**src/rtl/key_debounce.sv**
```systemverilog
// ---------------------------------------------------------------------------
// key_debounce
//
// Conditions the board user key (active-low, bouncy, asynchronous to clk)
// into a clean debounced level plus one-cycle press, release and long-press
// strobes for the downstream LED pattern stages.
//
// Structure: 2-FF synchroniser -> 5-state debounce / long-press FSM sharing
// a single cycle counter. All outputs are registered.
//
// Optional feature (compile-time macro):
//   KEY_REPEAT_EN - while the key stays held after a long press, re-emit
//                   press_pulse every REPEAT_CNT cycles (auto-repeat).
//                   Undefined: LONG_HELD emits nothing further.
//
// Parameters:
//   CLK_FREQ  - clk frequency in Hz
//   DB_MS     - debounce window in ms   (DB_CNT     = CLK_FREQ/1000*DB_MS)
//   LONG_MS   - long-press hold in ms   (LONG_CNT   = CLK_FREQ/1000*LONG_MS)
//   REPEAT_MS - auto-repeat period in ms (REPEAT_CNT = CLK_FREQ/1000*REPEAT_MS)
//   All derived counts must be >= 2.
//
// Ports:
//   clk           in   system clock
//   reset         in   asynchronous active-low reset
//   key_n         in   raw button, low = pressed, asynchronous
//   key_level     out  debounced state, 1 = pressed
//   press_pulse   out  one-cycle strobe on debounced press (and repeats)
//   release_pulse out  one-cycle strobe on debounced release
//   long_pulse    out  one-cycle strobe when the hold reaches LONG_CNT
//
// Handshake: none. key_n is a level input; the strobes are single-cycle,
// unacknowledged, and at most one of them is high in any cycle.
// ---------------------------------------------------------------------------
module key_debounce #(
    parameter int CLK_FREQ  = 27_000_000,
    parameter int DB_MS     = 20,
    parameter int LONG_MS   = 1000,
    parameter int REPEAT_MS = 200
) (
    input  logic clk,
    input  logic reset,
    input  logic key_n,
    output logic key_level,
    output logic press_pulse,
    output logic release_pulse,
    output logic long_pulse
);

    localparam int DB_CNT     = CLK_FREQ / 1000 * DB_MS;
    localparam int LONG_CNT   = CLK_FREQ / 1000 * LONG_MS;
    localparam int REPEAT_CNT = CLK_FREQ / 1000 * REPEAT_MS;
    localparam int MAX_DL     = (DB_CNT > LONG_CNT) ? DB_CNT : LONG_CNT;
    localparam int MAX_CNT    = (MAX_DL > REPEAT_CNT) ? MAX_DL : REPEAT_CNT;
    localparam int CNT_W      = $clog2(MAX_CNT + 1);

    localparam logic [CNT_W-1:0] DB_LAST   = CNT_W'(DB_CNT - 1);
    localparam logic [CNT_W-1:0] LONG_LAST = CNT_W'(LONG_CNT - 1);
`ifdef KEY_REPEAT_EN
    localparam logic [CNT_W-1:0] REP_LAST  = CNT_W'(REPEAT_CNT - 1);
`endif

    typedef enum logic [2:0] {
        IDLE       = 3'd0,
        PRESS_DB   = 3'd1,
        PRESSED    = 3'd2,
        LONG_HELD  = 3'd3,
        RELEASE_DB = 3'd4
    } state_e;

    // Synchroniser, reset to the released level so reset never looks like a press.
    logic sync1_q, sync2_q;
    logic pressed_s;

    always_ff @(posedge clk or negedge reset) begin
        if (!reset) begin
            sync1_q <= 1'b1;
            sync2_q <= 1'b1;
        end else begin
            sync1_q <= key_n;
            sync2_q <= sync1_q;
        end
    end

    assign pressed_s = ~sync2_q;

    state_e           state_q, state_d;
    logic [CNT_W-1:0] cnt_q, cnt_d;
    logic             long_done_q, long_done_d;
    logic             level_q, level_d;
    logic             press_q, press_d;
    logic             release_q, release_d;
    logic             long_q, long_d;

    always_ff @(posedge clk or negedge reset) begin
        if (!reset) begin
            state_q     <= IDLE;
            cnt_q       <= '0;
            long_done_q <= 1'b0;
            level_q     <= 1'b0;
            press_q     <= 1'b0;
            release_q   <= 1'b0;
            long_q      <= 1'b0;
        end else begin
            state_q     <= state_d;
            cnt_q       <= cnt_d;
            long_done_q <= long_done_d;
            level_q     <= level_d;
            press_q     <= press_d;
            release_q   <= release_d;
            long_q      <= long_d;
        end
    end

    // Every state change clears the shared counter; strobes default low so
    // each one lasts exactly the cycle after its triggering transition.
    always_comb begin
        state_d     = state_q;
        cnt_d       = cnt_q;
        long_done_d = long_done_q;
        level_d     = level_q;
        press_d     = 1'b0;
        release_d   = 1'b0;
        long_d      = 1'b0;

        case (state_q)
            IDLE: begin
                if (pressed_s) begin
                    state_d = PRESS_DB;
                    cnt_d   = '0;
                end
            end

            PRESS_DB: begin
                if (!pressed_s) begin
                    // Bounce rejected: silently fall back.
                    state_d = IDLE;
                    cnt_d   = '0;
                end else if (cnt_q == DB_LAST) begin
                    state_d = PRESSED;
                    cnt_d   = '0;
                    level_d = 1'b1;
                    press_d = 1'b1;
                end else begin
                    cnt_d = cnt_q + CNT_W'(1);
                end
            end

            PRESSED: begin
                if (!pressed_s) begin
                    state_d = RELEASE_DB;
                    cnt_d   = '0;
                end else if (cnt_q == LONG_LAST) begin
                    state_d     = LONG_HELD;
                    cnt_d       = '0;
                    long_d      = 1'b1;
                    long_done_d = 1'b1;
                end else begin
                    cnt_d = cnt_q + CNT_W'(1);
                end
            end

            LONG_HELD: begin
                if (!pressed_s) begin
                    state_d = RELEASE_DB;
                    cnt_d   = '0;
                end else begin
`ifdef KEY_REPEAT_EN
                    if (cnt_q == REP_LAST) begin
                        cnt_d   = '0;
                        press_d = 1'b1;
                    end else begin
                        cnt_d = cnt_q + CNT_W'(1);
                    end
`else
                    cnt_d = cnt_q;
`endif
                end
            end

            RELEASE_DB: begin
                if (pressed_s) begin
                    // Release was a bounce: resume the hold, no strobes.
                    // long_done keeps a second long_pulse from firing.
                    state_d = long_done_q ? LONG_HELD : PRESSED;
                    cnt_d   = '0;
                end else if (cnt_q == DB_LAST) begin
                    state_d     = IDLE;
                    cnt_d       = '0;
                    level_d     = 1'b0;
                    release_d   = 1'b1;
                    long_done_d = 1'b0;
                end else begin
                    cnt_d = cnt_q + CNT_W'(1);
                end
            end

            default: begin
                state_d = IDLE;
                cnt_d   = '0;
            end
        endcase
    end

    assign key_level     = level_q;
    assign press_pulse   = press_q;
    assign release_pulse = release_q;
    assign long_pulse    = long_q;

endmodule

```
**config.mk**
```make
export PLATFORM = sky130hd
export DESIGN_NAME = key_debounce
export DESIGN_NICKNAME = d
export VERILOG_FILES = /design/src/rtl/key_debounce.sv
export SDC_FILE = /design/constraint.sdc
export NUM_CORES = 1
export LEC_CHECK = 0
export CAP_MARGIN = 20
export CORE_MARGIN = 2
export CORE_UTILIZATION = 50
export CTS_CLUSTER_DIAMETER = 80
export DETAILED_ROUTE_END_ITERATION = 10
export HOLD_SLACK_MARGIN = 0.05
export PLACE_DENSITY = 0.7
export SYNTH_ARGS = -nofsm -noshare
export SYNTH_HDL_FRONTEND = slang
export SYNTH_SLANG_ARGS = --single-unit
export TNS_END_PERCENT = 30
```
**constraint.sdc**
```tcl
create_clock -name clk -period 2.1 [get_ports clk]
set_clock_uncertainty 0.05 [all_clocks]
set_input_delay 0.21 -clock clk [delete_from_list [all_inputs] [get_ports clk]]
set_output_delay 0.21 -clock clk [all_outputs]
set_load 0.05 [all_outputs]
```
==> impl.org <==
** Logic synthesis
- By count the netlist is led by 33 x sky130_fd_sc_hd__dfrtp_1, 23 x sky130_fd_sc_hd__a21oi_1, 17 x sky130_fd_sc_hd__xnor2_1.
- Counting flops with a built-in enable in the synthesized netlist gives 0.
- Counting every net in the synthesized netlist gives approximately 200.
- Summed over all instances, the cell type with the most area after synthesis is sky130_fd_sc_hd__dfrtp_1.
- The mapped netlist covers around 1900 µm².
- Most instantiated library cell after synthesis :: sky130_fd_sc_hd__dfrtp_1
- The cell count after synthesis came out at approximately 200.
- In this run, synthesis produced a sequential element count of 35.
- Sorting the synthesized cells by area gives the leading types as sky130_fd_sc_hd__dfrtp_1 44%, sky130_fd_sc_hd__xnor2_1 7.9%, sky130_fd_sc_hd__a21oi_1 6.1%.
- Mean Syn Cell Area :: 9.60 µm²
- Counting flops with an async set or reset pin after synthesis yields a share of between 90% and 100%.
- The netlist uses 42 different library cells.
- Yosys Warn Count :: 0
- Sequential cells were found to cover between 40% and 50% of the synthesized design area.
- Fraction of synthesized cell area taken by the top area cell type :: a little over two fifths
- Primary FF master, synth :: sky130_fd_sc_hd__dfrtp_1

** Global routing
- Global routing used between 30% and 40% of the available met2 tracks.
- Global router's overall resource usage :: approximately 22%
- Met1 layer usage reported by global route :: between 20% and 30%
- Total global routing overflow :: 0
- Busiest layer in global routing :: met2
- Antenna violations before repair :: 0
- The number of global-route vias before repair was about 1600.
- For this run, global-route usage on met3 was measured as 5.31%.
- Pin count of the biggest net entering global routing :: 36
- The first global-routing pass estimated between 7000 and 8000 µm of wire.

** Floorplan
- After floorplanning, the core was divided into 22 placement rows.
- From left edge to right edge, the die measures 65.5 µm.
- The core region is between 3000 and 4000 µm².
- The die covers between 4000 and 5000 µm².
- Starting Density :: between 50% and 60%
- IO Count :: 7
- Vertical die dimension :: ~65 µm

** Placement
- Placed Cells :: 261
- The count of buffers added on input and output ports is 6.
- At the end of routability-driven placement, the weighted congestion stood at 0.879.
- Detailed placement ended at an HPWL of 2830 µm.
- Timing analysis after detailed placement gives a worst setup slack of -0.223 ps.

** Worst setup path
- For the worst setup path, the data arrival time is between 2000 and 2500 ps.
- Along the worst path, the maximum fanout reaches 5.
- Setup CP Type :: flop to flop
- The worst setup path is launched from a flop.
- The worst setup path is captured at a flop.
- STA puts the critical path data required time at about 2300 ps.

** Drt
- The detail route stage leaves a number of antenna-violating nets equal to 0.
- For this block, the initial DRC count from the detailed router was 73.
- The routed layout has approximately 1600 vias.
- Detailed-route wire length :: 4200 µm
- Post-DR wirelength/cell :: 15.3 µm
- Drc violations :: 0
- Average vias per placed instance :: ~5.7
- The first detailed-routing pass ran for 4 iterations.

** Timing
- Fin. max-slew vios :: 0
- At the pin with the least slew margin, the transition time is roughly 600 ps.
- Headroom to the max-slew limit came out at approximately three fifths.
- The number of endpoints with negative hold slack in the final report was 0.
- Setup violations remaining at the end of the flow were counted as 0.
- Setup ws final :: roughly 45 ps
- Setup repair after global routing could not meet its margin everywhere.
- Subtracting the final worst setup slack from the clock period gives between 2000 and 2500 ps.
- Timing would allow up to approximately 500 MHz.
- Dividing the final minimum period by the clock period gives between 90% and 100%.
- WHS :: around 280 ps

** Clocking
- Clock-pin slew on the worst setup and hold paths :: roughly 70 ps
- The clock net in this run drives a total of 35 sinks.
- Clock latency on the worst-skew pair, taken at its later pin, is 280 ps.
- CTS placed an instance of sky130_fd_sc_hd__clkbuf_8 at the clock tree root.
- CTS tree :: done
- Max Buffers Root-to-Sink :: 2
- Hold bufs inserted after CTS :: 0
- The clock tree synthesis step divided the H-tree into 2 levels.
- TritonCTS Buffers :: 5

** Power
- Leakage power summed over all cells :: a little over 0.9 nW
- Portion of total power attributed to combinational logic :: 14.9%
- Worst-case vdd ir drop :: 0.363 mV
- Reg power frac :: between 50% and 60%
- Sw frac :: between 20% and 30%
- The internal power of the cells totals between 1 and 1.5 mW.
- In this run the power spent charging and discharging nets is roughly 0.36 mW.
- Total power draw :: approximately 1.4 mW
- Pwr per Cell Area :: approximately 610 nW/µm²
- The clock network is responsible for between 30% and 40% of the overall power.

** Cells and area
- The area growth from synthesis to layout is 19.9%.
- 0 antenna diodes ended up in the layout.
- Final Net Count :: between 200 and 250
- Cells with a size suffix above 1 make up 19.8% of the layout.
- The count of cells in the finished layout, fillers not included, comes to between 200 and 300.

** Job
- Max-cap violations in this run came to 0.

** Hold path
- The path class of the tightest hold or removal check is input port to flop.

** Status
- Status :: complete, no violations
==> layout make-up <==
class | count | area [µm²]
inverter | 9 | 33.8
timing repair buffer | 32 | 275
sequential | 35 | 878
clock inverter | 1 | 5.00
clock buffer | 7 | 76.3
tap | 48 | 60.1
multi-input combinational | 143 | 937
fill | 298 | 1400
==> kinds of logic (layout without fill, tap and decap cells) <==
family                     count (synthesis)  in the layout  synth area share (%)
muxes                                      1              1                 0.529
DFF                                       35             35                  46.5
buffers and inverters                     19             49                  5.23
xor gates and xnor gates                  23             23                  10.7
and+or+nand+nor                           78             78                  22.8
adders and majority gates                  1              1                 0.662
AOI/OAI and AO/OA                         40             40                  13.6
==> per-stage QoR <==
stage	area, µm²	setup TNS (ps)	utilization, %
6_report	2270	0	61.9
4_1_cts	2200	-7.86	60.0
3_5_place_dp	2110	-0.223	57.6
3_3_place_gp	2110	0	57.6
5_1_grt	2270	-78.2	61.9
2_1_floorplan	1890	0	-
==> routing by layer <==
layer,vias up,share of wire [%]
met4,0,1.2
met2,29,53
met1,781,43
met3,4,3.2
li1,763,-
met5,-,0
==> path summary, 6_finish.rpt <==
check | startpoint | to | slack [ps] | cells past startpoint
setup / recovery | cnt_q[7] | state_q[0] | 50 | 6
hold / removal | key_n | sync1_q | 280 | 1
setup reg to reg | cnt_q[7] | state_q[0] | 50 | 6
hold reg to reg | sync1_q | sync2_q | 310 | 0
max in group asynchronous | reset | sync1_q | 1380 | 2
min in group asynchronous | reset | state_q[0] | 290 | 2
==> state kept, by name, indices dropped and copies added (netlist names) <==
register       flops
cnt_q             25
state_q            3
key_level          1
long_done_q        1
long_pulse         1
press_pulse        1
release_pulse      1
sync1_q            1
sync2_q            1
==> power by group through the flow <==
stage	Clock [mW]	Sequential, mW	Combinational [mW]
3_3_place_gp	0	0.726	0.157
4_1_cts	0.476	0.716	0.169
2_1_floorplan	0	0.725	0.105
3_5_place_dp	0	0.728	0.165
5_1_grt	0.509	0.713	0.223
6_report	0.464	0.711	0.205
==> layout by cell type, fill, tap and decap left out, types with 2 or more instances in the layout <==
cell type	netlist	routed
sky130_fd_sc_hd__a21oi_1	23	23
sky130_fd_sc_hd__a31oi_1	3	3
sky130_fd_sc_hd__and3_1	4	4
sky130_fd_sc_hd__and4_1	6	5
sky130_fd_sc_hd__buf_4	1	23
sky130_fd_sc_hd__buf_6	3	2
sky130_fd_sc_hd__clkbuf_1	5	2
sky130_fd_sc_hd__clkbuf_8	0	5
sky130_fd_sc_hd__clkdlybuf4s50_1	0	6
sky130_fd_sc_hd__dfrtp_1	33	33
sky130_fd_sc_hd__dfstp_2	2	2
sky130_fd_sc_hd__inv_1	9	8
sky130_fd_sc_hd__nand2_1	9	9
sky130_fd_sc_hd__nand2b_1	2	2
sky130_fd_sc_hd__nand3_1	12	12
sky130_fd_sc_hd__nand4_1	5	5
sky130_fd_sc_hd__nor2_1	13	13
sky130_fd_sc_hd__nor2b_1	4	4
sky130_fd_sc_hd__nor3_1	12	12
sky130_fd_sc_hd__nor4_2	0	2
sky130_fd_sc_hd__nor4b_1	2	2
sky130_fd_sc_hd__o21ai_0	2	2
sky130_fd_sc_hd__xnor2_1	17	17
sky130_fd_sc_hd__xor2_1	6	6
==> repair_timing <==
| item | 4_1_cts | 5_1_grt |
|---|---|---|
| gates resized for setup | 2 | 9 |
| endpoints found under the setup margin | 20 | 26 |
| cloned | 0 | 1 |
| pin swaps | 0 | 3 |
| buffers inserted | 0 | 5 |
==> critical path: stages (launching register included) <==
cell	delay, ps
sky130_fd_sc_hd__dfrtp_1	410
sky130_fd_sc_hd__nand4_1	100
sky130_fd_sc_hd__or4_4	450
sky130_fd_sc_hd__o41a_1	460
sky130_fd_sc_hd__o21ai_4	200
sky130_fd_sc_hd__buf_4	140
sky130_fd_sc_hd__mux2i_1	170
(Power assumes the default switching activity.)
